--- config.mk ---
export PLATFORM = sky130hd
export DESIGN_NAME = enc8to3_arb
export DESIGN_NICKNAME = d
export VERILOG_FILES = /design/src/rtl/enc8to3_arb.sv
export SDC_FILE = /design/constraint.sdc
export NUM_CORES = 1
export LEC_CHECK = 0
export CORE_UTILIZATION = 45
export CTS_CLUSTER_DIAMETER = 30
export DETAILED_ROUTE_END_ITERATION = 8
export PLACE_DENSITY = 0.74
export REMOVE_ABC_BUFFERS = 1
export SLEW_MARGIN = 25
export SYNTH_ARGS = -nofsm -noshare
export SYNTH_HDL_FRONTEND = slang
export SYNTH_SLANG_ARGS = --single-unit
--- constraint.sdc ---
create_clock -name clock -period 2.8 [get_ports clock]
set_clock_uncertainty 0.2 [all_clocks]
set_input_delay 0.42 -clock clock [delete_from_list [all_inputs] [get_ports clock]]
set_output_delay 0.42 -clock clock [all_outputs]
set_load 0.02 [all_outputs]
--- src/rtl/enc8to3_arb.sv ---
// enc8to3_arb: sequential 8-to-3 encoder with sticky request capture,
// fixed-priority or round-robin arbitration, and a Valid/Ack handshake.
// The encoding counterpart of the 3-to-8 decoder: the granted source's
// index is presented on y and held until the consumer acknowledges it.
module enc8to3_arb #(
    parameter int RR_EN = 1              // 1 = round-robin, 0 = fixed priority (bit 0 highest)
) (
    input  logic       clock,
    input  logic       reset,            // synchronous, active-high
    input  logic [7:0] req,
    input  logic       en,
    input  logic       ack,
    output logic [2:0] y,
    output logic       valid,
    output logic [7:0] pend
);

    typedef enum logic [0:0] {
        IDLE  = 1'b0,
        GRANT = 1'b1
    } state_t;

    // Lowest set bit of c; 0 when c is empty (callers gate on c != 0).
    function automatic logic [2:0] pick_lowest(input logic [7:0] c);
        logic [2:0] idx;
        idx = 3'd0;
        for (int i = 7; i >= 0; i--) begin
            idx = c[i] ? 3'(i) : idx;
        end
        return idx;
    endfunction

    // First set bit of c searching ptr, ptr+1, ..., wrapping modulo 8.
    // Rotating c right by ptr puts c[ptr] at bit 0, so the lowest set bit
    // of the rotated vector plus ptr (3-bit wrap) is the answer.
    function automatic logic [2:0] pick_from(input logic [7:0] c, input logic [2:0] ptr);
        logic [15:0] dbl;
        logic [7:0]  rot;
        dbl = {c, c} >> ptr;
        rot = dbl[7:0];
        return ptr + pick_lowest(rot);
    endfunction

    // One-hot decode of a source index, used to clear the granted pend bit.
    function automatic logic [7:0] dec3to8(input logic [2:0] idx);
        return 8'd1 << idx;
    endfunction

    state_t     state_r;
    state_t     state_s;
    logic [2:0] y_r;
    logic [2:0] y_s;
    logic       valid_r;
    logic       valid_s;
    logic [7:0] pend_r;
    logic [7:0] pend_s;
    logic [2:0] ptr_r;
    logic [2:0] ptr_s;
    logic [7:0] cand_s;
    logic [2:0] sel_s;

    // Candidate set and the arbitration winner for this cycle.
    always_comb begin
        cand_s = pend_r | req;
        if (RR_EN != 0) begin
            sel_s = pick_from(cand_s, ptr_r);
        end else begin
            sel_s = pick_lowest(cand_s);
        end
    end

    // Next-state, next-grant and pend/ptr update logic.
    always_comb begin
        state_s = state_r;
        y_s     = y_r;
        valid_s = valid_r;
        ptr_s   = ptr_r;
        pend_s  = pend_r | req;          // capture runs every cycle
        case (state_r)
            IDLE: begin
                // ack is ignored here: nothing is granted yet
                if (en && (cand_s != 8'd0)) begin
                    state_s = GRANT;
                    y_s     = sel_s;
                    valid_s = 1'b1;
                end else begin
                    state_s = IDLE;
                    valid_s = 1'b0;
                end
            end
            GRANT: begin
                // y/valid hold regardless of en or new requests until ack
                if (ack) begin
                    state_s = IDLE;
                    valid_s = 1'b0;
                    ptr_s   = y_r + 3'd1;
                    // a fresh request on the granted line re-sets its bit
                    pend_s  = (pend_r & ~dec3to8(y_r)) | req;
                end else begin
                    state_s = GRANT;
                    valid_s = 1'b1;
                end
            end
            default: begin
                state_s = IDLE;
                valid_s = 1'b0;
            end
        endcase
    end

    // State and output registers with synchronous reset.
    always_ff @(posedge clock) begin
        if (reset) begin
            state_r <= IDLE;
            y_r     <= 3'd0;
            valid_r <= 1'b0;
            pend_r  <= 8'd0;
            ptr_r   <= 3'd0;
        end else begin
            state_r <= state_s;
            y_r     <= y_s;
            valid_r <= valid_s;
            pend_r  <= pend_s;
            ptr_r   <= ptr_s;
        end
    end

    assign y     = y_r;
    assign valid = valid_r;
    assign pend  = pend_r;

endmodule

Word level (Yosys, flattened, before mapping)
Index checks and enable logic that the tools add are counted.
{"block": "totals", "reg_bits": 15, "in_bits": 12, "elab_cells": 30}
{"block": "op_classes", "n_addsub": 2, "shift": 2, "muxes": 13, "bitwise_logic": 5, "reduce_logical": 4}
{"cell": "2-to-1 mux 3 bit", "count": 8}
{"cell": "2-to-1 mux 8 bit", "count": 2}
{"cell": "OR 8 bit", "count": 2}
{"cell": "right shift 16 x 3 -> 8 bit", "count": 1}
{"cell": "bitwise AND 8 bit", "count": 1}
{"cell": "inverter 8 bit", "count": 1}
{"cell": "nonzero test 8 bit", "count": 1}
{"cell": "<< shifter 1 x 3 -> 8 bit (first input constant)", "count": 1}
{"cell": "AND reduction 2 bit", "count": 2}
{"cell": "adder 3 x 1 -> 3 bit (second input constant)", "count": 1}
{"cell": "adder 3 bit", "count": 1}
{"cell": "2-to-1 mux 1 bit", "count": 2}
{"cell": "one-hot mux 1 bit (2 select lines)", "count": 1}
{"cell": "logical AND 1 bit", "count": 1}
{"cell": "inverter 1 bit", "count": 1}

Longest topological paths before layout
Gate-level depths: netlist (run 1).
{"block": "depth", "ltp_word": 11, "ltp_mapped": 14}

Worst setup path after synthesis (run 1)
Ideal clock, no wire load.
{"block": "synth_path", "path_type": "register to register", "startpoint": "register ptr_r[0]", "endpoint": "register y_r[2], in the netlist y[2]", "setup_time_ns": 0.140, "arrival_time_ns": 2.751, "t_required_ns": 2.460, "setup_slack_ns": -0.290, "stages_incl_launch_ff": 15, "path_buffers": 1, "period_less_slack_ns": 3.090, "path_cell_list": "dfxtp_1 -> buf_2 -> nor4bb_1 -> o41ai_1 -> a21boi_0 -> o211ai_1 -> a31oi_1 -> nor2_1 -> ha_1 -> inv_1 -> fa_1 -> xnor2_1 -> nand2_1 -> a2111oi_0 -> a2111oi_1"}
{"block": "synth_between", "elab_chain_len": 10}
{"element": "start: declaration", "line_no": "57", "text": "logic [2:0] ptr_r;"}
{"element": "start signal: assignment", "line_no": "124", "text": "ptr_r <= ptr_s;"}
{"element": "right shift 16 x 3 -> 8 bit", "line_no": "39", "text": "dbl = {c, c} >> ptr;"}
{"element": "2-to-1 mux 3 bit (8 in series)", "line_no": "28", "text": "idx = c[i] ? 3'(i) : idx;"}
{"element": "adder 3 bit *", "line_no": "41", "text": "return ptr + pick_lowest(rot);"}
{"element": "end signal: assignment", "line_no": "121", "text": "y_r <= y_s;"}
{"element": "end: declaration", "line_no": "51", "text": "logic [2:0] y_r;"}
Every way passes the cells marked *; elsewhere a longest branch is shown, timed or not.
A chain may end at the register's enable or synchronous reset.

Worst setup path after layout (run 1)
{"block": "layout_path", "startpoint": "register ptr_r[2]", "endpoint": "register y_r[2], in the netlist y[2]"}
The elaborated chain is that of the path after synthesis.

==> results of run 1 <==
==> stage by stage <==
| step | instances | power [W] | util | worst slack (ns) |
|---|---|---|---|---|
| CTS | 235 | 0.000615 | 0.715 | -0.306 |
| global placement | 230 | 0.000476 | 0.687 | -0.838 |
| floorplan | 142 | 0.000355 | - | -0.419 |
| global route | 235 | 0.000659 | 0.728 | -0.563 |
| finish | 235 | 0.000624 | 0.728 | -0.380 |
| detailed placement | 230 | 0.000485 | 0.687 | -1.02 |
==> layout make-up <==
| class | instances | area share |
|---|---|---|
| multi-input combinational | 121 | 0.512 |
| timing repair buffer | 59 | 0.278 |
| sequential | 15 | 0.163 |
| tap | 30 | 0.0203 |
| clock buffer | 4 | 0.0142 |
| inverter | 6 | 0.0122 |
==> registers in the layout (all words and copies together) (netlist names) <==
| signal | cells |
|---|---|
| ptr_r | 3 |
| pend | 8 |
| y | 3 |
| valid | 1 |
==> power by group through the flow <==
stage	combinational [W]	sequential, W	clock (W)
6_report	0.000246	0.000251	0.000127
2_1_floorplan	0.0000839	0.000272	0
3_5_place_dp	0.000231	0.000254	0
5_1_grt	0.000265	0.000253	0.000142
3_3_place_gp	0.000224	0.000252	0
4_1_cts	0.000236	0.000250	0.000130
==> cell families after synthesis <==
family,count (synthesis),share of synthesized area
AOI/OAI and AO/OA,23,0.120
xor gates and xnor gates,1,0.00706
adders and majority gates,8,0.0867
buffers and inverters,14,0.0575
DFF,15,0.242
muxes,11,0.124
and+or+nand+nor,78,0.363
==> cells in the mapped netlist (2+ instances only) <==
master	count	area [um^2]
dfxtp_1	15	300
inv_1	6	22.5
clkbuf_1	3	11.3
nor2b_1	2	12.5
nor4_1	11	68.8
nand4_1	3	18.8
ha_1	7	87.6
nor2_1	26	97.6
buf_6	2	22.5
buf_2	3	15.0
nand3_1	6	30.0
a21oi_1	12	60.1
nor4b_1	10	87.6
nor4bb_1	5	50.1
nand2_1	5	18.8
mux2i_1	6	60.1
mux4_2	3	67.6
or2_1	4	25.0
nand2b_1	2	12.5
==> critical path, stage by stage, from the launching register on <==
cell and delay (ns):
dfxtp_2 0.35, buf_12 0.15, nor4b_1 0.15, nor4_1 0.31, buf_4 0.18, mux2i_1 0.07
o211ai_1 0.19, a31oi_1 0.11, nor2_1 0.11, ha_2 0.19, inv_2 0.04, fa_2 0.39
xnor2_2 0.18, nand2_1 0.11, a2111oi_4 0.23, a2111oi_2 0.08
==> layer usage <==
metal | track usage | part of all wire | vias up
li1 | - | - | 674
met1 | 0.371 | 0.43 | 670
met2 | 0.520 | 0.50 | 44
met3 | 0.0583 | 0.035 | 13
met4 | 0.120 | 0.027 | 0
met5 | 0 | 0 | -
==> final timing paths <==
path / start / to / slack [ns] / cells after the start
max: ptr_r[2] / y[2] / -0.38 / 15
min: req[7] / pend[7] / 0.36 / 3
max reg2reg: ptr_r[2] / y[2] / -0.38 / 15
min reg2reg: y[1] / y[1] / 0.38 / 2
==> placed cells by master, fill, tap and decap left out, types with 2 or more instances in the layout <==
| cell | Yosys | layout |
|---|---|---|
| dfxtp_2 | 0 | 2 |
| nor4bb_2 | 0 | 2 |
| nor2b_1 | 2 | 2 |
| nor4_1 | 11 | 10 |
| mux2i_1 | 6 | 5 |
| clkbuf_4 | 0 | 3 |
| buf_12 | 0 | 2 |
| inv_1 | 6 | 5 |
| or2_1 | 4 | 5 |
| mux4_2 | 3 | 3 |
| dlygate4sd2_1 | 0 | 8 |
| nand4_1 | 3 | 3 |
| nand2b_1 | 2 | 2 |
| nor4b_1 | 10 | 8 |
| nor4b_2 | 0 | 2 |
| ha_1 | 7 | 6 |
| dfxtp_1 | 15 | 13 |
| a21oi_1 | 12 | 12 |
| nand3_1 | 6 | 6 |
| buf_4 | 0 | 34 |
| nor4bb_1 | 5 | 3 |
| nand2_1 | 5 | 5 |
| clkdlybuf4s50_1 | 0 | 15 |
| nor2_1 | 26 | 26 |
==> repair_timing <==
action / CTS / global route
resized for setup: 22 / 5
pin swaps: 11 / 1
endpoints found under the setup margin: 2 / 2
setup buffers: 1 / 0
hold endpoints to repair: 0 / 0
==> flow_metrics.py, run 1 <==
metrics = {
    "run_status": {
        "status": "finished with violations",
        "violations": "setup timing",
    },
    "synth": {
        "synth_edf_count": 0,
        "synth.avg_cell_area_um2": 8.27,
        "netlist_instances": 150,
        "yosysSeqAreaShare": 0.242,
        "synth_ff_type": "dfxtp_1",
        "ys_seq_elements": 15,
        "synth.distinct_cells": 38,
        "synthArstFlopShare": 0,
        "ys_warn_count": 0,
        "synth.cell_area_um2": 1240,
    },
    "sta": {
        "worst_pin_slew_ns": 0.560,
        "slew_violations": 0,
        "setup_viol": 2,
        "max_freq_mhz": 314,
        "timing.hold.ws_ns": 0.362,
        "hold_viol_final": 0,
        "setup_ws_ns": -0.380,
        "finalCriticalPeriod_ns": 3.18,
        "rsz0062_at_grt": "yes",
        "tns_ns": -0.577,
        "final.period_utilization": 1.14,
        "slew_headroom": 0.626,
    },
    "global_routing": {
        "grt_pass1_wl_um": 6350,
        "grt_max_degree": 25,
        "grt.overflow.total": 0,
        "grt_pass1_vias": 1389,
        "grt.total_usage": 0.304,
        "antenna_found_initial": 0,
    },
    "final_layout": {
        "fin_area_um2": 1850,
        "num_antenna_cells": 0,
        "final-seq-area_um2": 303,
        "fillCellCount": 207,
        "area_delta_synth_final_pct": 49.3,
        "finalNetCount": 226,
        "multiInputGateArea_um2": 948,
        "drive_gt1_frac": 0.288,
    },
    "drt": {
        "firstDrtPassIters": 4,
        "wl_per_cell_um": 16.6,
        "routed_wl_um": 3910,
        "vias": 1401,
        "first_iter_violations": 53,
        "drc": 0,
        "ant_nets": 0,
        "viasPerCell": 5.96,
    },
    "power_and_ir_drop": {
        "p_int_w": 0.000410,
        "switching_share": 0.343,
        "clkPwrFrac": 0.204,
        "p_per_area_nw_per_um2": 337,
        "sequentialPowerShare": 0.402,
        "peakVddDrop_uv": 280,
        "p_comb_frac": 0.394,
        "power.leakage_nw": 0.732,
        "switchingPower_w": 0.000214,
    },
    "placement": {
        "finalWeightedCongestion": 0.879,
        "dpl-instance-area_um2": 1750,
        "port_buffers": 23,
        "dp_hpwl_um": 2950,
    },
    "clock_network": {
        "path_clk_slew_ns": 0.10,
        "holdBufCountCts": 0,
        "htreeDepth": 1,
        "clk_latency_ns": 0.29,
        "cts_buffer_depth": 2,
        "cts_made_buffers": 3,
        "cts_tree": "done",
        "clockRootBuffer": "clkbuf_4",
        "cts.sinks": 15,
    },
    "floorplanning": {
        "io_pins": 24,
        "core_area_um2": 2540,
        "initial_core_util": 0.488,
        "dieArea_um2": 2970,
        "die_h_um": 54.5,
        "fp-row-count": 18,
        "die_w_um": 54.5,
    },
    "critical_path": {
        "cp-end-kind": "flop",
        "cp_data_required_time_ns": 2.77,
        "cp-start-kind": "flop",
        "crit_arrival_ns": 3.15,
        "path_max_fanout": 24,
        "critPathKind": "flop to flop",
    },
    "min_path": {
        "hp-class": "input pin to flop",
    },
    "job": {
        "cap_viol_max_count": 0,
    },
}
Power figures use the tool's default switching activity.
==> inputs of run 2 (changes only) <==
GPL_TIMING_DRIVEN = 0   (was not set)
==> flow_metrics.py, run 2 (synthesis gave the netlist of run 1 again) <==
metrics = {
    "run_status": {
        "status": "finished with violations",
        "violations": "setup timing",
    },
    "sta": {
        "slew_violations": 0,
        "finalCriticalPeriod_ns": 3.43,
        "slew_headroom": 0.433,
        "rsz0062_at_grt": "yes",
        "final.period_utilization": 1.22,
        "max_freq_mhz": 292,
        "setup_viol": 2,
        "worst_pin_slew_ns": 0.839,
        "timing.hold.ws_ns": 0.378,
        "setup_ws_ns": -0.627,
        "tns_ns": -0.853,
        "hold_viol_final": 0,
    },
    "floorplanning": {
        "fp-row-count": 18,
        "io_pins": 24,
        "initial_core_util": 0.488,
        "core_area_um2": 2540,
        "dieArea_um2": 2970,
        "die_h_um": 54.5,
        "die_w_um": 54.5,
    },
    "power_and_ir_drop": {
        "power.leakage_nw": 0.666,
        "p_comb_frac": 0.383,
        "p_int_w": 0.000399,
        "sequentialPowerShare": 0.421,
        "finalPower_w": 0.000618,
        "peakVddDrop_uv": 438,
        "switching_share": 0.354,
        "p_per_area_nw_per_um2": 332,
        "clkPwrFrac": 0.196,
        "switchingPower_w": 0.000219,
    },
    "min_path": {
        "hp-class": "input pin to flop",
    },
    "clock_network": {
        "htreeDepth": 1,
        "clockRootBuffer": "clkbuf_4",
        "cts_made_buffers": 3,
        "cts.sinks": 15,
        "clk_latency_ns": 0.27,
        "cts_buffer_depth": 2,
        "path_clk_slew_ns": 0.09,
        "cts_tree": "done",
    },
    "global_routing": {
        "grt.total_usage": 0.269,
        "grt_max_degree": 26,
        "antenna_found_initial": 0,
        "grt_pass1_vias": 1262,
        "grt_pass1_wl_um": 5680,
        "grt.overflow.total": 0,
    },
    "final_layout": {
        "most-common-layout-cells": "26 x nor2_1, 15 x clkdlybuf4s50_1, 13 x dfxtp_1",
        "drive_gt1_frac": 0.297,
        "fillCellCount": 186,
        "fin_util": 0.732,
        "finalNetCount": 206,
        "final-seq-area_um2": 308,
        "largest_register_ff_count": 8,
        "num_antenna_cells": 0,
        "multiInputGateArea_um2": 1080,
        "area_delta_synth_final_pct": 50.1,
        "final_common_cell": "nor2_1",
    },
    "drt": {
        "first_iter_violations": 57,
        "viasPerCell": 6.51,
        "firstDrtPassIters": 4,
        "wl_per_cell_um": 18.9,
        "vias": 1399,
        "routed_wl_um": 4070,
        "drc": 0,
        "ant_nets": 0,
    },
    "critical_path": {
        "crit_arrival_ns": 3.38,
        "cp-start-kind": "flop",
        "path_max_fanout": 12,
        "cp_data_required_time_ns": 2.75,
        "critPathKind": "flop to flop",
        "cp-end-kind": "flop",
    },
    "placement": {
        "port_buffers": 23,
        "place_ws_ns": -1.30,
        "dp_hpwl_um": 2380,
        "finalWeightedCongestion": 0.777,
    },
    "job": {
        "cap_viol_max_count": 0,
    },
}
## run 2: changes by cell type in the layout (fill, tap and decap cells not counted), moves of 3 or more
cell	change
buf_4	-24
buf_6	+3
dlygate4sd2_1	-3
nor4b_4	+3
nor4_1	-7
nor4b_1	-4
nor4_2	+6
## run 2: stage by stage
step / cell area, um^2 / cells
floorplan: 1190 / 142
global placement: 1460 / 195
detailed placement: 1460 / 195
CTS: 1660 / 207
global route: 1860 / 215
finish: 1860 / 215
## run 2: timing repair
action	4_1_cts	5_1_grt
setup buffers	8	8
hold buffers	0	0
endpoints found under the setup margin	3	3
hold endpoints to repair	0	0
resized for setup	40	25
pin swaps	10	13
## run 2: area by class of cell
type / count / share of cell area
flip-flops and latches: 15 / 0.165
well taps: 30 / 0.0201
inverters: 6 / 0.0121
repair buffers: 39 / 0.210
clock buffers: 4 / 0.0141
multi-input cells: 121 / 0.579
## run 2: worst paths after layout
check | from | endpoint | slack (ns) | cells past startpoint
max | ptr_r[0] | y[2] | -0.63 | 12
min | req[7] | pend[7] | 0.38 | 3
max reg2reg | ptr_r[0] | y[2] | -0.63 | 12
min reg2reg | y[0] | y[0] | 0.39 | 2
## run 2: worst max-delay path, stage by stage (launching register included)
cell	delay, ns
dfxtp_4	0.39
buf_12	0.16
nor4b_1	0.43
nor4_2	0.12
buf_4	0.15
mux2_4	0.26
or2_1	0.27
o21bai_1	0.19
fa_2	0.36
xnor2_2	0.19
buf_4	0.15
nor2b_1	0.06
a2111oi_2	0.37
## run 2: power groups by stage
stage | Sequential, W | Combinational (W) | Clock, W
final | 0.000260 | 0.000237 | 0.000121
after global routing | 0.000263 | 0.000250 | 0.000134
after CTS | 0.000256 | 0.000201 | 0.000124
after detailed placement | 0.000264 | 0.000171 | 0
after global placement | 0.000263 | 0.000166 | 0
after floorplan | 0.000272 | 0.0000839 | 0
## run 2: layer usage
metal	part of all wire	global-route usage	vias to the layer above	wire length (um)
met4	0.014	0.103	0	57
li1	-	-	638	-
met5	0	0	-	0
met1	0.41	0.347	677	1680
met2	0.50	0.449	76	2040
met3	0.071	0.0361	8	289
==> inputs of run 3 (changes only) <==
CORE_UTILIZATION = 46   (was 45)
PLACE_DENSITY = 0.75   (was 0.74)
REMOVE_ABC_BUFFERS = not set   (was 1)
==> flow_metrics.py, run 3 (synthesis gave the netlist of run 1 again) <==
metrics = {
    "critical_path": {
        "cp_data_required_time_ns": 2.77,
        "crit_arrival_ns": 3.15,
        "path_buf_inv": 3,
        "reg2reg_from": "ptr_r[0]",
        "path_max_fanout": 7,
        "r2r_slack_ns": -0.38,
        "path_common_cell": "buf_4",
        "critPathMaxStageDelay_ns": 0.39,
        "critPathKind": "flop to flop",
        "crit_family": "simple AND/OR/NAND/NOR gates",
        "timing.rr.end": "y[2]",
        "cp-start-kind": "flop",
        "rr_worst_depth": 13,
        "cpMaxStageDelayCell": "dfxtp_4",
        "cp-end-kind": "flop",
        "crit_chain": "buf_6, buf_4, nor4_4, nor4_2, buf_4, mux2_4, or2_1, o21bai_1, fa_2, xnor2_2, nand2_1, a2111oi_4, a2111oi_2",
    },
    "clock_network": {
        "holdBufCountCts": 0,
        "path_clk_slew_ns": 0.10,
        "htreeDepth": 1,
        "clockRootBuffer": "clkbuf_4",
        "cts.sinks": 15,
        "cts_tree": "done",
        "cts_buffer_depth": 2,
        "cts_made_buffers": 3,
        "clk_latency_ns": 0.30,
    },
    "drt": {
        "routed_wl_um": 3880,
        "vias": 1371,
        "firstDrtPassIters": 4,
        "first_iter_violations": 42,
        "wl_per_cell_um": 17.7,
        "viasPerCell": 6.26,
        "drc": 0,
        "ant_nets": 0,
    },
    "global_routing": {
        "grt_pass1_wl_um": 5580,
        "grt_pass1_vias": 1226,
        "antenna_found_initial": 0,
        "grt_max_degree": 11,
        "grt.overflow.total": 0,
        "grt.total_usage": 0.271,
    },
    "power_and_ir_drop": {
        "finalPower_w": 0.000615,
        "peakVddDrop_uv": 240,
        "power.leakage_nw": 0.673,
        "p_per_area_nw_per_um2": 329,
    },
    "placement": {
        "dp_hpwl_um": 2550,
        "finalWeightedCongestion": 0.861,
        "dpl-instance-area_um2": 1550,
        "port_buffers": 22,
    },
    "floorplanning": {
        "core_area_um2": 2520,
        "die_w_um": 53.9,
        "io_pins": 24,
        "initial_core_util": 0.492,
        "dieArea_um2": 2910,
        "die_h_um": 53.9,
        "fp-row-count": 18,
    },
    "sta": {
        "setup_ws_ns": -0.384,
        "slew_violations": 0,
        "hold_viol_final": 0,
        "finalCriticalPeriod_ns": 3.18,
        "worst_pin_slew_ns": 0.720,
        "final.period_utilization": 1.14,
        "slew_headroom": 0.514,
        "setup_viol": 2,
        "max_freq_mhz": 314,
        "rsz0062_at_grt": "yes",
    },
    "final_layout": {
        "fillCellCount": 187,
        "most-common-layout-cells": "26 x nor2_1, 14 x clkdlybuf4s50_1, 12 x a21oi_1",
        "final_common_cell": "nor2_1",
        "largest_register_ff_count": 8,
        "drive_gt1_frac": 0.302,
        "finalNetCount": 210,
        "num_antenna_cells": 0,
        "fin_area_um2": 1870,
        "area_delta_synth_final_pct": 50.7,
    },
    "run_status": {
        "violations": "setup timing",
        "status": "finished with violations",
    },
    "min_path": {
        "holdPathStages": 3,
        "hp-class": "input pin to flop",
        "min_from": "req[7]",
        "holdPathEnd": "pend[7]",
    },
    "job": {
        "cap_viol_max_count": 0,
    },
    "synth": {
        "synthesis.nets": 170,
    },
}
==> run 3: changes by cell type in the layout (fill, tap and decap cells not counted), moves of 2 or more <==
cell / before / now
nand2_2: 2 / 0
dfxtp_1: 13 / 8
nand2_1: 3 / 5
nor4_1: 3 / 5
buf_12: 2 / 0
clkbuf_1: 1 / 4
nor4_2: 7 / 4
dfxtp_2: 0 / 5
buf_6: 3 / 5
==> run 3: how the worst max path moves through the flow <==
| stage | startpoint | endpoint | cells after the start |
|---|---|---|---|
| after global routing | ptr_r[0] | y[2] | 14 |
| after CTS | ptr_r[0] | y[2] | 15 |
| after detailed placement | req[5] | y[2] | 14 |
| after floorplan | req[0] | y[2] | 10 |
| after global placement | req[7] | y[2] | 12 |
| final | ptr_r[0] | y[2] | 13 |
==> run 3: tightest hold or removal path, cell delays in order <==
cell	delay [ns]
clkdlybuf4s15_2	0.25
a21oi_1	0.06
nor2_1	0.07
==> run 3: per-layer routing <==
metal  track usage  wire [um]
met1         0.342       1690
met2         0.461       1910
met3        0.0367        180
met4         0.101         95
met5             0          0
==> run 3: layout make-up <==
type / instances / area [um^2] / share of cell area
buffer: 8 / 68.8 / 0.0368
clock buffer: 4 / 26.3 / 0.0140
inverter: 6 / 22.5 / 0.0120
multi-input combinational: 121 / 1080 / 0.577
sequential: 15 / 314 / 0.168
tap: 30 / 37.5 / 0.0201
timing repair buffer: 35 / 323 / 0.173
==> run 3: power breakdown <==
part | total, W | switching (W) | leakage [nW] | internal (W)
Sequential | 0.000257 | 0.0000289 | 0.127 | 0.000228
Combinational | 0.000227 | 0.000116 | 0.532 | 0.000110
Clock | 0.000132 | 0.0000761 | 0.0150 | 0.0000555
==> run 3: repair_timing <==
item / 4_1_cts / 5_1_grt
pin swaps: 13 / 11
setup buffers: 10 / 2
cloned: 1 / 0
endpoints found under the setup margin: 2 / 2
resized for setup: 37 / 14
==> run 3: per-stage QoR <==
stage                     std cells  setup WS [ns]  hold WS, ns   util  setup TNS [ns]
after floorplan                 150        -0.0450        0.289      -         -0.0450
after global placement          202         -0.726        0.323  0.613           -1.42
after detailed placement        202         -0.826        0.338  0.613           -1.64
after CTS                       217         -0.316        0.326  0.699          -0.427
after global routing            219         -0.505        0.368  0.742          -0.828
final                           219         -0.384        0.330  0.742          -0.581
